[config.mk]
export PLATFORM = sky130hd
export DESIGN_NAME = vend_ctrl
export DESIGN_NICKNAME = d
export VERILOG_FILES = /design/src/rtl/vend_ctrl.sv
export SDC_FILE = /design/constraint.sdc
export NUM_CORES = 1
export LEC_CHECK = 0
export CORE_MARGIN = 2
export CORE_UTILIZATION = 40
export CTS_CLUSTER_SIZE = 25
export DETAILED_ROUTE_END_ITERATION = 6
export HOLD_SLACK_MARGIN = 0.05
export PLACE_DENSITY_LB_ADDON = 0.12
export SYNTH_ARGS = -nofsm -noshare
export SYNTH_HDL_FRONTEND = slang
export SYNTH_SLANG_ARGS = --single-unit
[constraint.sdc]
create_clock -name sys_clk -period 3.3 [get_ports sys_clk]
set_input_delay 0.825 -clock sys_clk [delete_from_list [all_inputs] [get_ports sys_clk]]
set_output_delay 0.825 -clock sys_clk [all_outputs]
set_load 0.02 [all_outputs]
[src/rtl/vend_ctrl.sv]
// -----------------------------------------------------------------------------
// vend_ctrl -- vending machine controller
//
// Collects coins into a credit register. Requests one item once the credit
// covers PRICE, then pays back any remaining credit one unit per cycle. A
// cancel refunds all credit. Coins that are invalid, that would overflow the
// credit register, or that arrive while dispensing or paying change are
// rejected.
//
// Parameters
//   PRICE     item price in credit units (1..10)
//   CREDIT_W  credit register width
//   TIMEOUT   inactivity refund limit in cycles (used only with the macro)
//
// Ports
//   sys_clk    in   single clock, rising edge
//   sys_rst    in   synchronous active-high reset
//   coin_vld   in   one-cycle coin insertion strobe
//   coin_val   in   coin code: 1 = 1 unit, 2 = 2 units, 3 = 5 units, 0 = invalid
//   cancel     in   request refund of all credit
//   disp_req   out  request one item from the dispenser (registered)
//   disp_ack   in   dispenser confirms the item was delivered
//   chg_pulse  out  one credit unit returned per high cycle (registered)
//   coin_rej   out  one-cycle pulse when a coin is rejected (registered)
//   credit     out  current credit register
//   busy       out  high whenever the state is not IDLE (registered)
//
// Build option
//   VEND_REFUND_TIMEOUT_EN  when defined, COLLECT refunds after TIMEOUT
//                           cycles without a coin; otherwise it waits forever.
// -----------------------------------------------------------------------------
module vend_ctrl #(
    parameter int PRICE    = 3,
    parameter int CREDIT_W = 4,
    parameter int TIMEOUT  = 1000
) (
    input  logic                sys_clk,
    input  logic                sys_rst,
    input  logic                coin_vld,
    input  logic [1:0]          coin_val,
    input  logic                cancel,
    output logic                disp_req,
    input  logic                disp_ack,
    output logic                chg_pulse,
    output logic                coin_rej,
    output logic [CREDIT_W-1:0] credit,
    output logic                busy
);

    typedef enum logic [1:0] {
        IDLE     = 2'd0,
        COLLECT  = 2'd1,
        DISPENSE = 2'd2,
        CHANGE   = 2'd3
    } state_t;

    localparam logic [CREDIT_W-1:0] PriceC = CREDIT_W'(PRICE);

    state_t              state_q, state_d;
    logic [CREDIT_W-1:0] credit_q, credit_d;
    logic                dispReq_q, dispReq_d;
    logic                chgPulse_q, chgPulse_d;
    logic                coinRej_q, coinRej_d;
    logic                busy_q, busy_d;

    logic [CREDIT_W:0]   coinUnits;
    logic [CREDIT_W:0]   creditSum;
    logic                timeoutHit;

    // Decode the coin code into credit units. The sum is one bit wider than
    // the credit register so an overflowing coin shows up in the top bit.
    always_comb begin
        coinUnits = '0;
        case (coin_val)
            2'd1:    coinUnits = (CREDIT_W+1)'(1);
            2'd2:    coinUnits = (CREDIT_W+1)'(2);
            2'd3:    coinUnits = (CREDIT_W+1)'(5);
            default: coinUnits = '0;
        endcase
        creditSum = {1'b0, credit_q} + coinUnits;
    end

`ifdef VEND_REFUND_TIMEOUT_EN
    localparam int CntW = $clog2(TIMEOUT + 1);

    logic [CntW-1:0] toutCnt_q, toutCnt_d;

    // Inactivity counter: held at zero outside COLLECT so it starts from zero
    // on entry, cleared by any coin, otherwise counts COLLECT cycles.
    always_comb begin
        toutCnt_d = '0;
        if (state_q == COLLECT && !coin_vld) begin
            toutCnt_d = toutCnt_q + 1'b1;
        end
        timeoutHit = (state_q == COLLECT) && !coin_vld && (toutCnt_d == CntW'(TIMEOUT));
    end

    always_ff @(posedge sys_clk) begin
        if (sys_rst) begin
            toutCnt_q <= '0;
        end else begin
            toutCnt_q <= toutCnt_d;
        end
    end
`else
    assign timeoutHit = 1'b0;
`endif

    // Next-state and next-output logic. Outputs are computed from the next
    // state so the registered versions line up with the state they describe.
    always_comb begin
        state_d   = state_q;
        credit_d  = credit_q;
        coinRej_d = 1'b0;

        case (state_q)
            IDLE, COLLECT: begin
                if (coin_vld) begin
                    if (coin_val == 2'd0 || creditSum[CREDIT_W]) begin
                        coinRej_d = 1'b1;
                    end else begin
                        credit_d = creditSum[CREDIT_W-1:0];
                    end
                end
                // Cancel beats a same-cycle coin that reaches the price;
                // that coin is still credited and then refunded.
                if (cancel) begin
                    state_d = CHANGE;
                end else if (credit_d >= PriceC) begin
                    state_d = DISPENSE;
                end else if (credit_d != credit_q) begin
                    state_d = COLLECT;
                end else if (timeoutHit) begin
                    state_d = CHANGE;
                end
            end
            DISPENSE: begin
                coinRej_d = coin_vld;
                if (disp_ack) begin
                    credit_d = credit_q - PriceC;
                    state_d  = CHANGE;
                end
            end
            CHANGE: begin
                coinRej_d = coin_vld;
                if (credit_q != '0) begin
                    credit_d = credit_q - 1'b1;
                end else begin
                    state_d = IDLE;
                end
            end
            default: state_d = IDLE;
        endcase

        dispReq_d  = (state_d == DISPENSE);
        chgPulse_d = (state_d == CHANGE) && (credit_d != '0);
        busy_d     = (state_d != IDLE);
    end

    // State and output registers; reset aborts any transaction without refund.
    always_ff @(posedge sys_clk) begin
        if (sys_rst) begin
            state_q    <= IDLE;
            credit_q   <= '0;
            dispReq_q  <= 1'b0;
            chgPulse_q <= 1'b0;
            coinRej_q  <= 1'b0;
            busy_q     <= 1'b0;
        end else begin
            state_q    <= state_d;
            credit_q   <= credit_d;
            dispReq_q  <= dispReq_d;
            chgPulse_q <= chgPulse_d;
            coinRej_q  <= coinRej_d;
            busy_q     <= busy_d;
        end
    end

    assign disp_req  = dispReq_q;
    assign chg_pulse = chgPulse_q;
    assign coin_rej  = coinRej_q;
    assign credit    = credit_q;
    assign busy      = busy_q;

endmodule
==> run metrics <==
initial DRC count=15; CP startpoint kind=primary input; Arrival @ worst endpoint=3.01 ns; Yosys top cell by area=dfxtp_1; R2R cell count=7; Resized cells post-CTS=0; hold buffers post-CTS=0; main area contributors after synthesis=dfxtp_1 26%, ha_1 8.1%, nor2_1 5.4%; antenna violations before repair=0; distinct cell type count after synthesis=41; die extent in y=47.9 µm; placed cells=128; first-pass GRT wire length=2930 µm; Antenna diodes=0; Layout area overhead=24.4%; max-slew violation count=0; Period Utilization, post-route=86.8%; Clock Latency Late Sink=0.26 ns; routed len/inst=around 13 µm; pwr/cell area=approximately 560 mW/mm²; CP required=between 3 and 4 ns; GRT Total Usage=18.0%; most common cell after layout, fill and taps aside=clkdlybuf4s50_1; Design Power=0.533 mW; clk buf depth=2; largest net degree at the start of global routing=14; Final Skew=0.00207 ns; Syn Area/Cell=just over 8 µm²; share of the synthesized area in the top cell type=26.0%; share of layout cells above drive strength 1=8.41%; area occupied by registers=200 µm²; vias per std cell=approximately 5.5; Max Clk Rate=349 MHz; Row Count=15; overall routed net length=1760 µm; Syn Inst Count=a little over 90; Initial Utilization=43.7%; Finished Core Util=a little over half; CP Class=primary input to register; Synth Cell Area=771 µm²; worst min path class=register to register; area of the multi-input gates=532 µm²; number of remaining DRC errors=0; DR vias=between 700 and 800; final hold vios=0; status=completed; post-route ant nets=0; clk slew on worst S/H paths=0.06 ns; fin crit period=2.86 ns; TNS Setup=0 ns; Pre-antenna DRT Iters=4; CTS Buf Count=3; Seq/Total Area, Yosys=26.0%; Slew HR=65.0%; WHS Path Cells=2; final setup vio count=0; Yosys warning total=0; I/O pin count=15; clk sinks=10; Leakage=0.399 nW; Die X=around 48 µm; measured slew at the worst slew-check pin=0.520 ns; RSZ-0062 raised after global routing=false; crit-path max FO=5; Fillers=roughly 190; max cap viols=0; post-synthesis register bit count=10; htree depth=1; number of port buffers=14; Nets=about 120; CP endpoint kind=register; CTS tree=done; maximum VDD drop=between 0.0003 and 0.0004 V; most frequent cells in the layout=14 x clkdlybuf4s50_1, 11 x nor2_1, 10 x dfxtp_1; syn_nets=approximately 110; DP HPWL=1340 µm; Core ar.=0.00176 mm²; CTS root buffer=clkbuf_4; vias in the first global route=644; Remaining Overflow, GRT=0; Post-CTS Setup Repair Bufs=0; Die ar.=0.00229 mm²; fin cells=132; gpl congestion=between 0.8 and 0.9
==> flip-flops by register name, indices dropped and copies added (netlist names) <==
signal	cells
state_q	2
coin_rej	1
credit	4
chg_pulse	1
disp_req	1
busy	1
==> where the power goes <==
group	total, mW	internal (mW)	switching [mW]
registers	0.186	0.142	0.0434
clock network	0.106	0.0669	0.0395
logic	0.240	0.120	0.120
total	0.533	0.329	0.203
==> per-layer routing <==
layer | global-route usage (%) | part of all wire (%) | vias up
li1 | - | - | 376
met1 | 24.6 | 50 | 344
met2 | 28.0 | 47 | 9
met3 | 3.02 | 2.1 | 2
met4 | 7.03 | 0.80 | 0
met5 | 0 | 0 | -
==> metrics by stage <==
step	instance area [µm²]	setup slack [ns]	hold WS, ns
final	958	0.436	0.714
after global routing	958	0.310	0.758
after CTS	958	0.431	0.700
after detailed placement	922	0.165	0.681
after global placement	922	0.209	0.696
after floorplan	771	0.602	0.605
==> logic make-up (layout without fill, tap and decap cells) <==
| logic type | after synthesis | in the layout | synth area share (%) |
|---|---|---|---|
| AND/OR/NAND/NOR | 34 | 34 | 23.2 |
| AO/OA/AOI/OAI | 30 | 30 | 28.9 |
| flip-flops | 10 | 10 | 26.0 |
| buffers and inverters | 8 | 22 | 5.03 |
| adder cells (fa/ha/maj) | 6 | 6 | 10.7 |
| XOR/XNOR | 3 | 3 | 3.41 |
| multiplexers | 2 | 2 | 2.76 |
==> area by class of cell <==
cell class                 instances  share of cell area [%]
timing repair buffer              15                    15.4
clock buffer                       4                    3.79
inverter                           3                    1.17
sequential                        10                    20.9
tap                               25                    3.26
multi-input combinational         75                    55.5
==> worst max-delay path, cell delays in order <==
cell and delay (ns):
clkdlybuf4s50_1 0.47, ha_1 0.25, fa_1 0.42, a21o_1 0.21, a21oi_1 0.20, mux2_2 0.36
mux2i_1 0.17, a31oi_1 0.11
==> synthesized netlist by cell type (all sizes together) <==
library cell and instances:
nor2 11, dfxtp 10, nand2 7, a21oi 5, ha 5, buf 4
inv 3, nand3 3, nor3b 3, o21ai 3, o21bai 3, a211o 2
a21o 2, a31oi 2, a32oi 2, and2 2, nand2b 2, nor3 2
xor2 2, a211oi 1, a21boi 1, a22oi 1, a311o 1, and4bb 1
clkbuf 1, fa 1, mux2 1, mux2i 1, nor2b 1, nor4 1
o211ai 1, o221ai 1, o22ai 1, o311a 1, o311ai 1, o31a 1
o32a 1, or4b 1, xnor2 1
==> worst paths after layout <==
| kind | from | endpoint | slack [ns] |
|---|---|---|---|
| worst min-delay path | state_q[1] | disp_req | 0.71 |
| worst max register to register | credit[0] | chg_pulse | 1.04 |
| worst min register to register | state_q[1] | disp_req | 0.71 |
| worst max-delay path | coin_val[0] | chg_pulse | 0.44 |
No activity file was read; power rests on OpenSTA's default activity.
